[config.mk]
export PLATFORM = sky130hd
export DESIGN_NAME = lut_config_loader_flat
export DESIGN_NICKNAME = d
export VERILOG_FILES = /design/src/rtl/lut_cfg_pkg.sv /design/src/rtl/lut_config_loader_if.sv /design/src/rtl/lut_cfg_shifter.sv /design/src/rtl/lut_config_loader.sv /design/src/flat_wrapper.sv
export SDC_FILE = /design/constraint.sdc
export NUM_CORES = 1
export LEC_CHECK = 0
export CELL_PAD_IN_SITES_DETAIL_PLACEMENT = 1
export CELL_PAD_IN_SITES_GLOBAL_PLACEMENT = 1
export CORE_MARGIN = 2
export CORE_UTILIZATION = 42
export CTS_CLUSTER_DIAMETER = 30
export DETAILED_ROUTE_END_ITERATION = 16
export PLACE_DENSITY = 0.82
export SYNTH_ARGS = -nofsm -noshare
export SYNTH_HDL_FRONTEND = slang
export SYNTH_SLANG_ARGS = --single-unit
export TNS_END_PERCENT = 30
[constraint.sdc]
create_clock -name clk -period 1.6 [get_ports clk]
set_input_delay 0.16 -clock clk [delete_from_list [all_inputs] [get_ports clk]]
set_output_delay 0.16 -clock clk [all_outputs]
set_load 0.05 [all_outputs]
[src/rtl/lut_cfg_pkg.sv]
// Shared types and helpers for the serial LUT configuration loader.
// Optional even-parity framing is enabled by defining LUT_CFG_PARITY_EN.
package lut_cfg_pkg;
  localparam int LUT_BITS = 16;

  typedef enum logic [1:0] {IDLE, SHIFT, COMMIT, DONE} state_t;

  function automatic int clog2(input int v);
    int r;
    r = 0;
    for (int i = 0; i < 31; i++)
      if ((1 << i) < v) r = i + 1;
    return r;
  endfunction
endpackage

[src/rtl/lut_config_loader_if.sv]
// Configuration-controller side of the LUT loader: start/abort control,
// bit-serial valid/ready stream and status flags.
interface lut_config_loader_if;
  logic cfg_start;
  logic cfg_abort;
  logic cfg_bit;
  logic cfg_bit_valid;
  logic cfg_bit_ready;
  logic cfg_busy;
  logic cfg_done;
  logic cfg_error;

  modport master (
    output cfg_start, cfg_abort, cfg_bit, cfg_bit_valid,
    input  cfg_bit_ready, cfg_busy, cfg_done, cfg_error
  );

  modport slave (
    input  cfg_start, cfg_abort, cfg_bit, cfg_bit_valid,
    output cfg_bit_ready, cfg_busy, cfg_done, cfg_error
  );
endinterface

[src/rtl/lut_cfg_shifter.sv]
// Shadow register and bit/LUT position counters for one configuration frame.
// With LUT_CFG_PARITY_EN each LUT is followed by an even-parity bit that is checked, not stored.
module lut_cfg_shifter
  import lut_cfg_pkg::*;
#(
  parameter int NUM_LUTS = 4
) (
  input  logic                         clk,
  input  logic                         rst_n,
  input  logic                         clear,
  input  logic                         accept,
  input  logic                         bit_in,
  output logic [NUM_LUTS*LUT_BITS-1:0] shadow,
  output logic                         last_bit
`ifdef LUT_CFG_PARITY_EN
  , output logic                       parity_err
`endif
);
  localparam int BCW = clog2(LUT_BITS);
  localparam int LCW = (NUM_LUTS > 1) ? clog2(NUM_LUTS) : 1;

  logic [BCW-1:0]     bit_cnt;
  logic [LCW-1:0]     lut_cnt;
  logic [LCW+BCW-1:0] idx;
  logic               last_lut;
  logic               last_data;

  assign idx       = {lut_cnt, bit_cnt};
  assign last_lut  = (lut_cnt == LCW'(NUM_LUTS - 1));
  assign last_data = (bit_cnt == BCW'(LUT_BITS - 1));

`ifdef LUT_CFG_PARITY_EN
  logic par_phase;
  logic par_acc;

  // The frame ends on the parity bit of the last LUT, not on its last data bit.
  assign last_bit   = par_phase && last_lut;
  assign parity_err = par_phase && (par_acc ^ bit_in);

  always_ff @(posedge clk) begin
    if (!rst_n || clear) begin
      shadow    <= '0;
      bit_cnt   <= '0;
      lut_cnt   <= '0;
      par_phase <= 1'b0;
      par_acc   <= 1'b0;
    end else if (accept) begin
      if (par_phase) begin
        par_phase <= 1'b0;
        par_acc   <= 1'b0;
        lut_cnt   <= lut_cnt + 1'b1;
      end else begin
        shadow[idx] <= bit_in;
        par_acc     <= par_acc ^ bit_in;
        bit_cnt     <= bit_cnt + 1'b1;
        if (last_data) par_phase <= 1'b1;
      end
    end
  end
`else
  assign last_bit = last_data && last_lut;

  always_ff @(posedge clk) begin
    if (!rst_n || clear) begin
      shadow  <= '0;
      bit_cnt <= '0;
      lut_cnt <= '0;
    end else if (accept) begin
      shadow[idx] <= bit_in;
      bit_cnt     <= bit_cnt + 1'b1;
      if (last_data) lut_cnt <= lut_cnt + 1'b1;
    end
  end
`endif
endmodule

[src/rtl/lut_config_loader.sv]
// Serial LUT truth-table loader: FSM, handshake and atomic commit of the shadow frame.
// Define LUT_CFG_PARITY_EN for per-LUT even-parity checking with sticky cfg_error.
module lut_config_loader
  import lut_cfg_pkg::*;
#(
  parameter int NUM_LUTS = 4
) (
  input  logic                         clk,
  input  logic                         rst_n,
  lut_config_loader_if.slave           cfg,
  output logic [NUM_LUTS*LUT_BITS-1:0] lut_cfg,
  output logic                         lut_cfg_valid
);
  state_t                       state, state_nxt;
  logic                         accept;
  logic                         clear;
  logic                         last_bit;
  logic [NUM_LUTS*LUT_BITS-1:0] shadow;

  // A bit offered alongside an abort is dropped.
  assign accept            = (state == SHIFT) && cfg.cfg_bit_valid && !cfg.cfg_abort;
  assign cfg.cfg_bit_ready = (state == SHIFT);
  assign cfg.cfg_busy      = (state != IDLE);
  assign cfg.cfg_done      = (state == DONE);

`ifdef LUT_CFG_PARITY_EN
  logic parity_err;
  logic err;

  lut_cfg_shifter #(.NUM_LUTS(NUM_LUTS)) u_shifter (
    .clk, .rst_n, .clear, .accept, .bit_in(cfg.cfg_bit),
    .shadow, .last_bit, .parity_err
  );

  always_ff @(posedge clk) begin
    if (!rst_n || clear) err <= 1'b0;
    else if (accept && parity_err) err <= 1'b1;
  end

  assign cfg.cfg_error = err;
`else
  lut_cfg_shifter #(.NUM_LUTS(NUM_LUTS)) u_shifter (
    .clk, .rst_n, .clear, .accept, .bit_in(cfg.cfg_bit),
    .shadow, .last_bit
  );

  assign cfg.cfg_error = 1'b0;
`endif

  always_ff @(posedge clk) begin
    if (!rst_n) state <= IDLE;
    else        state <= state_nxt;
  end

  always_comb begin
    state_nxt = state;
    clear     = 1'b0;
    case (state)
      IDLE: begin
        if (cfg.cfg_start && !cfg.cfg_abort) begin
          state_nxt = SHIFT;
          clear     = 1'b1;
        end
      end
      SHIFT: begin
        if (cfg.cfg_abort) begin
          state_nxt = IDLE;
        end else if (accept) begin
`ifdef LUT_CFG_PARITY_EN
          if (parity_err) state_nxt = IDLE;
          else
`endif
          if (last_bit) state_nxt = COMMIT;
        end
      end
      COMMIT:  state_nxt = DONE;
      DONE:    state_nxt = IDLE;
      default: state_nxt = IDLE;
    endcase
  end

  always_ff @(posedge clk) begin
    if (!rst_n) begin
      lut_cfg       <= '0;
      lut_cfg_valid <= 1'b0;
    end else if (state == COMMIT) begin
      lut_cfg       <= shadow;
      lut_cfg_valid <= 1'b1;
    end
  end
endmodule

[src/flat_wrapper.sv]
// flat-port wrapper written by rule: the top's interface ports become plain ports
module lut_config_loader_flat import lut_cfg_pkg::*;
#(
  parameter int NUM_LUTS = 4
)
  (clk, rst_n, lut_cfg, lut_cfg_valid, cfg_cfg_start, cfg_cfg_abort, cfg_cfg_bit, cfg_cfg_bit_valid, cfg_cfg_bit_ready, cfg_cfg_busy, cfg_cfg_done, cfg_cfg_error);
  lut_config_loader_if cfg_i ();
  input  logic clk;
  input  logic rst_n;
  output logic [NUM_LUTS*LUT_BITS-1:0] lut_cfg;
  output logic lut_cfg_valid;
  input wire logic [$bits(cfg_i.cfg_start)-1:0] cfg_cfg_start;
  input wire logic [$bits(cfg_i.cfg_abort)-1:0] cfg_cfg_abort;
  input wire logic [$bits(cfg_i.cfg_bit)-1:0] cfg_cfg_bit;
  input wire logic [$bits(cfg_i.cfg_bit_valid)-1:0] cfg_cfg_bit_valid;
  output wire logic [$bits(cfg_i.cfg_bit_ready)-1:0] cfg_cfg_bit_ready;
  output wire logic [$bits(cfg_i.cfg_busy)-1:0] cfg_cfg_busy;
  output wire logic [$bits(cfg_i.cfg_done)-1:0] cfg_cfg_done;
  output wire logic [$bits(cfg_i.cfg_error)-1:0] cfg_cfg_error;
  assign cfg_i.cfg_start = cfg_cfg_start;
  assign cfg_i.cfg_abort = cfg_cfg_abort;
  assign cfg_i.cfg_bit = cfg_cfg_bit;
  assign cfg_i.cfg_bit_valid = cfg_cfg_bit_valid;
  assign cfg_cfg_bit_ready = cfg_i.cfg_bit_ready;
  assign cfg_cfg_busy = cfg_i.cfg_busy;
  assign cfg_cfg_done = cfg_i.cfg_done;
  assign cfg_cfg_error = cfg_i.cfg_error;
  lut_config_loader #(.NUM_LUTS(NUM_LUTS)) u_core (.clk(clk), .rst_n(rst_n), .cfg(cfg_i), .lut_cfg(lut_cfg), .lut_cfg_valid(lut_cfg_valid));
endmodule
-- Yosys cells after proc, flatten, opt, wreduce, memory -nomap -nowiden
Index checks and enable logic that the tools add are counted.
- $lt $le $gt $ge: 2
- mux-type cells: 10
- add/subtract/negate cells: 2
- equal/unequal tests: 8
- reduce and logical (&&, ||, !) cells: 12
- operator list (cell ; count):
    $bwmux 64 ; 1
    $mux 2 ; 4
    $pmux 2 s4 ; 1
    $lt 6x7->1 const B ; 1
    $demux 1 s6 ; 1
    $eq 2x2->1 const B ; 3
    $ge 6x1->1 const B ; 1
    $ne 3x2->1 const B ; 2
    $logic_and 1x1->1 ; 5
    $add 4x1->4 const B ; 1
    $eq 4x4->1 const B ; 1
    $mux 1 ; 3
    $reduce_and 3->1 ; 1
    $add 2x1->2 const B ; 1
    $eq 2x1->1 const B ; 1
    $logic_not 1->1 ; 2
    $logic_not 2->1 ; 1
    $ne 2x1->1 const B ; 1
    $reduce_and 2->1 ; 1
    $reduce_bool 2->1 ; 1
    $logic_or 1x1->1 ; 1
- logic and storage cells: 40
- register bits: 137
- output and inout port bits: 69
- input port bits: 6

-- Depth between registers and ports, before layout
Gate-level depths: netlist of the first run.
- depth in word-level cells: 6
- depth in mapped cells: 6
- mapped depth without buffers: 5

-- Cells and area by module
From an unflattened synthesis of the first run, not the netlist that was laid out.
- cell total of the unflattened synthesis: 632
- area, all modules: 5655.4 um^2
- modules (own cells, without submodules) (module ; times used ; area each (um^2) ; cells an instance):
    lut_cfg_shifter ; 1 ; 3046.7 ; 334
    lut_config_loader ; 1 ; 2608.8 ; 298

-- Worst setup path after synthesis of the first run
No wires, ideal clock.
- path kind: reg-to-reg
- from: register (tool-made name)
- to: register u_core.u_shifter.shadow[35]
- buffers on the path: 1
- clock period less this slack: 1.491 ns
- stages on the path, launching flop included: 5
- path slack: 0.109 ns
- library setup time: 0.155 ns
- data arrival time: 1.336 ns
- cell sequence: dfxtp_1 or2_2 o21ai_2 buf_2 a211oi_1
- RTL lines (item ; line ; text):
    to (signal, indexed assignment) ; lut_cfg_shifter.sv:69 ; shadow[idx] <= bit_in;
    to (decl) ; lut_cfg_shifter.sv:13 ; output logic [NUM_LUTS*LUT_BITS-1:0] shadow,

-- Worst setup path after layout of the first run
- from: register u_core.u_shifter.lut_cnt[1]
- to: register u_core.u_shifter.shadow[17]
- cells in the longest elaborated chain, start to end: 5
- elaborated cells on any way between the ends: 6
- classes of those cells: 2 x order compare; 3 x mux; 1 x reduce/logical
- ends and longest elaborated chain (item ; line ; text):
    from (decl) ; lut_cfg_shifter.sv:23 ; logic [LCW-1:0] lut_cnt;
    from (signal assigned) ; lut_cfg_shifter.sv:71 ; if (last_data) lut_cnt <= lut_cnt + 1'b1;
    $lt 6x7->1 (implied by the code) or $ge 6x1->1 (tied branches) ; lut_cfg_shifter.sv:69 ;
    $logic_and 1x1->1 (implied by the code) ; lut_cfg_shifter.sv:69 ;
    $mux 1 (implied by the code) ; lut_cfg_shifter.sv:69 ;
    $demux 1 s6 * ; lut_cfg_shifter.sv:69 ;
    $bwmux 64 * ; lut_cfg_shifter.sv:69 ;
Every way passes the cells marked *; elsewhere a longest branch is shown, timed or not.
A chain may end at the register's enable or synchronous reset.

==> results.txt, run 1 <==
Outcome - finished, final reports clean
Gate Count Post-Synth - 606
Final setup violation count - 0
Max Cap Viol - 0
Die area - 0.0143 mm2
Startpoint types - flip-flop
CTS H-tree lvls - 4
WL final - 17,400 um
Nets - 690
Peak supply drop - 645 uV
Synth Register Bits - 137
Synth Area in Simple Gates - 15.0%
CTS Hold Buffers Added - 0
Clock Tree Buf Depth - 2
Gr usage total - 24.7%
WP data arrival - 1.87 ns
Worst EP required - 1.91 ns
ANT nets after route - 0
Critical Path End - u_core.u_shifter.shadow[17]
Drt pass-1 iters - 4
Crit-path max FO - 8
CP startpoint - u_core.u_shifter.lut_cnt[1]
Post-CTS Setup Inserts - 0
Peak Freq - 643 MHz
Gp weighted congestion - 0.848
Fin crit share - 97.3%
Final Skew - 0.00981 ns
Reg2reg path depth - 6
Critical Path End Type - flip-flop
Synth Area in XOR/XNOR - 0.156%
Clock transition at path regs - 0.06 ns
Main flop type after synthesis - dfxtp_1
Most frequent cells in the layout - dfxtp_1 (133), nand2_1 (131), buf_4 (104), a31oi_1 (62), a21boi_0 (58)
Utilization after layout - 54.7%
Post-synthesis mux area share - 0%
Routed via count - 5,022
TritonCTS clock tree - done
Vias in the first global route - 5,124
Most common cell after layout, fill and taps aside - dfxtp_1
Distinct cells, synth - 42
Worst hold slack - 0.126 ns
Asr flop ratio synth - 0%
Clock Tree Root - clkbuf_16
Synth Area in Compound Gates - 27.5%
Largest family of logic cells by synthesized area - compound AO/OA/AOI/OAI gates
Ratio of cells with drive above 1 in the final layout - 26.6%
Syn. warnings - 0
Total CTS buffers - 17
Site row count - 42
Adder-Cell Fraction of Synth Area - 1.11%
Yosys top cell area share - 48.8%
Sequential element share of the synthesized area - 48.8%
Post-DP HPWL - 10,800 um
Worst min path class - in -> reg
Hold Fails Final Rpt - 0
Die Height - 120 um
Minimum clock period - 1.56 ns
Syn avg cell area - 9.28 um2
Remaining routing DRC violations - 0
P&R area growth vs syn - 27.7%
1st-iter DRT viols - 480
Reg2Reg Capture Point - u_core.u_shifter.shadow[17]
PortBufs - 73
Antenna violations before repair - 0
Area contributors post-synth - dfxtp_1 (49%), nand2_1 (8.7%), a21boi_0 (7.7%), a31oi_1 (7.1%), a211oi_1 (6.0%)
Post-DR wirelength/cell - 20.1 um
Worst skew pair latency - 0.42 ns
Max-slew violations - 0
Core Area - 0.0131 mm2
Power Density - 1070 mW/mm2
Total gr overflow - 0
CTS sink count - 137
Largest area contributor in the netlist - dfxtp_1
First-pass GRT wire length - 27,800 um
Reg-to-reg slack, setup - 0.04 ns
Via-to-Cell Ratio - 5.79
Mapped Area - 0.00562 mm2
Die X - 120 um
Num ports - 75
Pleak - 2.53 nW
Number of diodes - 0
Syn nets - 617
Starting density of the core - 42.8%
R2R Path Start - u_core.u_shifter.lut_cnt[1]
CP Class - reg -> reg
Largest net degree at the start of global routing - 66
EDFF count, synth - 0
[Yosys cell counts (all sizes together), types with 6 or more instances]
library cell	number
a31oi	64
a21boi	65
buf	55
nand2	131
nor2b	7
clkbuf	13
dfxtp	137
a21oi	6
a211oi	64
and2	19
[worst min path at each step]
stage,startpoint,end,slack [ns],cells past startpoint
2_1_floorplan,u_core.u_shifter.shadow[28],u_core.lut_cfg[28],0.43,2
3_3_place_gp,u_core.lut_cfg[31],u_core.lut_cfg[31],0.45,2
3_5_place_dp,u_core.u_shifter.shadow[29],u_core.lut_cfg[29],0.45,2
4_1_cts,rst_n,u_core.lut_cfg[19],0.12,2
5_1_grt,rst_n,u_core.lut_cfg[19],0.13,2
6_report,rst_n,u_core.lut_cfg[19],0.13,2
[logic make-up after synthesis]
kind of cell | after synthesis
XOR/XNOR | 1
buffers and inverters | 73
flip-flops | 137
AO/OA/AOI/OAI | 207
other | 1
adder cells (fa/ha/maj) | 5
AND/OR/NAND/NOR | 182
[worst max-delay path, stage by stage, from the launching register on]
cell      delay, ns
dfxtp_1        0.35
inv_1          0.11
ha_1           0.22
nor2b_1        0.20
buf_4          0.19
a31oi_1        0.12
a211oi_1       0.26
[per-layer routing]
layer	wire length, um	vias up	global-route usage, %
met4	418	0	9.71
li1	-	2286	-
met5	0	-	0
met2	8620	182	42.0
met1	7410	2514	31.2
met3	968	40	4.42
[where the power goes]
part | total, W | switching (W) | internal, W | leakage (nW)
logic | 0.000213 | 0.000131 | 0.0000818 | 1.14
registers | 0.00342 | 0.00000431 | 0.00341 | 1.11
clock network | 0.00404 | 0.00144 | 0.00260 | 0.289
[repair_timing]
item / 4_1_cts / 5_1_grt
hold endpoints to repair: 0 / 0
gates resized for setup: 3 / 11
setup endpoints to repair: 3 / 26
[layout make-up]
cell class	instances	area (um2)
Multi-Input combinational cell	396	2510
Clock buffer	23	448
Tap cell	176	220
Fill cell	1488	5950
Sequential cell	137	2750
Timing Repair Buffer	122	1090
Clock inverter	9	148
Inverter	5	18.8
[through the flow]
step | area [um2] | TNS (ns) | setup slack (ns) | std cells | total power, W
detailed placement | 6550 | -7.18 | -0.155 | 836 | 0.00370
global placement | 6550 | -3.07 | -0.0779 | 836 | 0.00369
finish | 7180 | 0 | 0.0438 | 868 | 0.00767
floorplan | 5620 | 0 | 0.109 | 606 | 0.00363
global route | 7180 | -0.00994 | -0.00994 | 868 | 0.00787
CTS | 7150 | 0 | 0.0126 | 868 | 0.00770
[state kept, by name, indices dropped and copies added (netlist names), named ones only]
signal	flops
u_core.lut_cfg	64
u_core.u_shifter.bit_cnt	4
u_core.u_shifter.lut_cnt	2
u_core.state	1
u_core.u_shifter.shadow	64
u_core.lut_cfg_valid	1
Power figures use the tool's default switching activity.
==> inputs of run 2 (changes only) <==
--- a/config.mk
+++ b/config.mk
@@ -11,6 +11,7 @@
 export CORE_UTILIZATION = 42
 export CTS_CLUSTER_DIAMETER = 30
 export DETAILED_ROUTE_END_ITERATION = 16
+export GPL_TIMING_DRIVEN = 0
 export PLACE_DENSITY = 0.82
 export SYNTH_ARGS = -nofsm -noshare
 export SYNTH_HDL_FRONTEND = slang
==> run 2 against run 1 <==
Against the previous run: clock skew barely moved; global-route usage rose by 1.3 points; critical endpoint is now u_core.u_shifter.shadow[26]; first-iteration DRC count is 24% lower; highest routed layer unchanged; largest cell class unchanged; critical path type unchanged; sequential share of layout area shrank 0.36 points; combinational power is 6% higher; via count grew 0.54%; non-clock buffer count up 24.
==> results.txt, run 2 (synthesis results as in run 1) <==
Total CTS buffers - 17 (unchanged)
Critical Path End Type - flip-flop (unchanged)
Most common cell after layout, fill and taps aside - dfxtp_1 (unchanged)
Starting density of the core - 42.8% (unchanged)
Transition time of the tightest slew-check pin - 0.534 ns
Reg2reg path depth - 5 (was 6)
Post-DR wirelength/cell - 20.5 um (was 20.1 um)
Site row count - 42 (unchanged)
Reg-to-reg slack, setup - 0.03 ns (was 0.04 ns)
Worst Hold Path EP - u_core.lut_cfg[34] (was u_core.lut_cfg[19])
CP Cell Sequence - and4bb_1, buf_6, buf_4, a31oi_1, a211oi_1 (was inv_1, ha_1, nor2b_1, buf_4, a31oi_1, a211oi_1)
Worst min path class - reg -> reg (was in -> reg)
First-pass GRT wire length - 28,700 um (was 27,800 um)
Die Height - 120 um (unchanged)
Max Cap Viol - 0 (unchanged)
Worst skew pair latency - 0.43 ns (was 0.42 ns)
Remaining routing DRC violations - 0 (unchanged)
WP data arrival - 1.89 ns (was 1.87 ns)
Drt pass-1 iters - 5 (was 4)
CTS sink count - 137 (unchanged)
WL final - 18,300 um (was 17,400 um)
Crit-path max FO - 10 (was 8)
Placed Area - 0.00658 mm2 (was 0.00655 mm2)
CTS Hold Buffers Added - 0 (unchanged)
TritonCTS clock tree - done (unchanged)
Pleak - 2.72 nW (was 2.53 nW)
Number of diodes - 0 (unchanged)
Outcome - finished, final reports clean (unchanged)
Post-route cell area - 0.00724 mm2 (was 0.00718 mm2)
Fraction of power consumed by sequential logic - 46.5% (was 44.6%)
Final Skew - 0.00941 ns (was 0.00981 ns)
1st-iter DRT viols - 364 (was 480)
Post-DP HPWL - 11,800 um (was 10,800 um)
Clock Tree Root - clkbuf_16 (unchanged)
CTS H-tree lvls - 4 (unchanged)
Peak Freq - 636 MHz (was 643 MHz)
Critical Path Max Stage Delay - 0.42 ns (was 0.35 ns)
Clock network fraction of total power - 50.4% (was 52.7%)
Ratio of cells with drive above 1 in the final layout - 17.8% (was 26.6%)
Max-slew violations - 0 (unchanged)
Worst EP required - 1.92 ns (was 1.91 ns)
Largest net degree at the start of global routing - 17 (was 66)
CP max-delay cell - dfxtp_2 (was dfxtp_1)
Die X - 120 um (unchanged)
Most frequent cells in the layout - dfxtp_1 (133), nand2_1 (131), dlygate4sd2_1 (65), a31oi_1 (63), a21boi_0 (57) (was dfxtp_1 (133), nand2_1 (131), buf_4 (104), a31oi_1 (62), a21boi_0 (58))
Peak supply drop - 673 uV (was 645 uV)
P_int - 0.00579 W (was 0.00609 W)
Largest regs - u_core.lut_cfg (64), u_core.u_shifter.shadow (64), u_core.u_shifter.bit_cnt (4) (unchanged)
Fin crit share - 98.2% (was 97.3%)
Vias in the first global route - 5,246 (was 5,124)
Num ports - 75 (unchanged)
Total gr overflow - 0 (unchanged)
Clock Tree Buf Depth - 2 (unchanged)
Power Density - 1020 mW/mm2 (was 1070 mW/mm2)
Core Area - 0.0131 mm2 (unchanged)
Nets - 714 (was 690)
Gp weighted congestion - 0.812 (was 0.848)
CP Class - reg -> reg (unchanged)
R2R Path Start - u_core.state[0] (was u_core.u_shifter.lut_cnt[1])
Net Sw Frac - 21.2% (was 20.5%)
Slew Limit Headroom - 64.5%
Combinational power share - 3.1% (was 2.8%)
Startpoint types - flip-flop (unchanged)
Antenna violations before repair - 0 (unchanged)
Non-Filler Instances - 890 (was 868)
P&R area growth vs syn - 28.7% (was 27.7%)
Clock transition at path regs - 0.06 ns (about the same)
Reg2Reg Capture Point - u_core.u_shifter.shadow[26] (was u_core.u_shifter.shadow[17])
Gr usage total - 26.0% (was 24.7%)
Unrepaired setup endpoints after global routing - yes
Hold depth - 2 (unchanged)
Hold_sp - u_core.lut_cfg[34] (was rst_n)
Final setup violation count - 0 (unchanged)
Die area - 0.0143 mm2 (unchanged)
Utilization after layout - 55.1% (was 54.7%)
Placed cell count - 856 (was 836)
Hold Fails Final Rpt - 0 (unchanged)
Routed via count - 5,049 (was 5,022)
Minimum clock period - 1.57 ns (was 1.56 ns)
PortBufs - 73 (unchanged)
P_sw - 0.00156 W (was 0.00157 W)
ANT nets after route - 0 (unchanged)
Via-to-Cell Ratio - 5.67 (was 5.79)
run 2: changes by cell type in the layout (fill, tap and decap cells not counted), sizes merged:
cell and delta:
clkdlybuf4s18 +1, clkinvlp -1, clkdlybuf4s15 +1, buf -66, dlygate4sd2 +65, bufinv -4, clkbuf +28, clkdlybuf4s50 +1
clkinv -3
run 2: layer usage:
metal,vias up,track usage [%],share of wire (%)
met4,0,10.0,2.5
li1,2334,-,-
met5,-,0,0
met3,42,6.75,6.1
met2,186,43.3,49
met1,2487,32.3,42
run 2: critical path, delay by kind of cell (launching register included):
family                 cells  cell delay (ns)
AO/OA/AOI/OAI              2             0.42
AND/OR/NAND/NOR            1             0.26
buffers and inverters      2             0.37
flip-flops                 1             0.42
run 2: final cells by class:
| cell class | instances | area [um2] |
|---|---|---|
| Clock buffer | 29 | 551 |
| Inverter | 5 | 18.8 |
| Clock inverter | 1 | 5.00 |
| Sequential cell | 137 | 2750 |
| Timing Repair Buffer | 84 | 726 |
| Tap cell | 176 | 220 |
| Buffer | 62 | 438 |
| Fill cell | 1547 | 5900 |
| Multi-Input combinational cell | 396 | 2530 |
run 2: power groups by stage:
stage               registers [W]  logic (W)  clock network (W)
global route              0.00342   0.000236            0.00387
global placement          0.00349   0.000199                  0
finish                    0.00342   0.000225            0.00371
CTS                       0.00342   0.000214            0.00373
detailed placement        0.00349   0.000207                  0
floorplan                 0.00349   0.000137                  0
run 2: repair_timing:
action / CTS / global route
buffers inserted: 10 / 0
setup endpoints to repair: 139 / 79
gates cloned: 0 / 0
pin swaps: 1 / 2
resized for setup: 93 / 28
run 2: stage by stage:
| stage | power (W) | hold WS, ns | setup TNS, ns | setup slack (ns) |
|---|---|---|---|---|
| floorplan | 0.00363 | 0.430 | 0 | 0.109 |
| global placement | 0.00369 | 0.452 | -29.48 | -0.771 |
| detailed placement | 0.00370 | 0.451 | -32.27 | -0.514 |
| CTS | 0.00736 | 0.461 | -0.0465 | -0.0465 |
| global route | 0.00753 | 0.478 | -0.158 | -0.0330 |
| finish | 0.00735 | 0.456 | 0 | 0.0284 |
run 2: worst max-delay path by stage:
stage,startpoint,cells past startpoint,end
final,u_core.state[0],5,u_core.u_shifter.shadow[26]
after floorplan,flip-flop,4,u_core.u_shifter.shadow[35]
after detailed placement,cfg_cfg_abort,5,u_core.u_shifter.shadow[63]
after global routing,flip-flop,4,u_core.u_shifter.bit_cnt[3]
after global placement,cfg_cfg_abort,4,u_core.u_shifter.shadow[59]
after CTS,flip-flop,2,cfg_cfg_busy
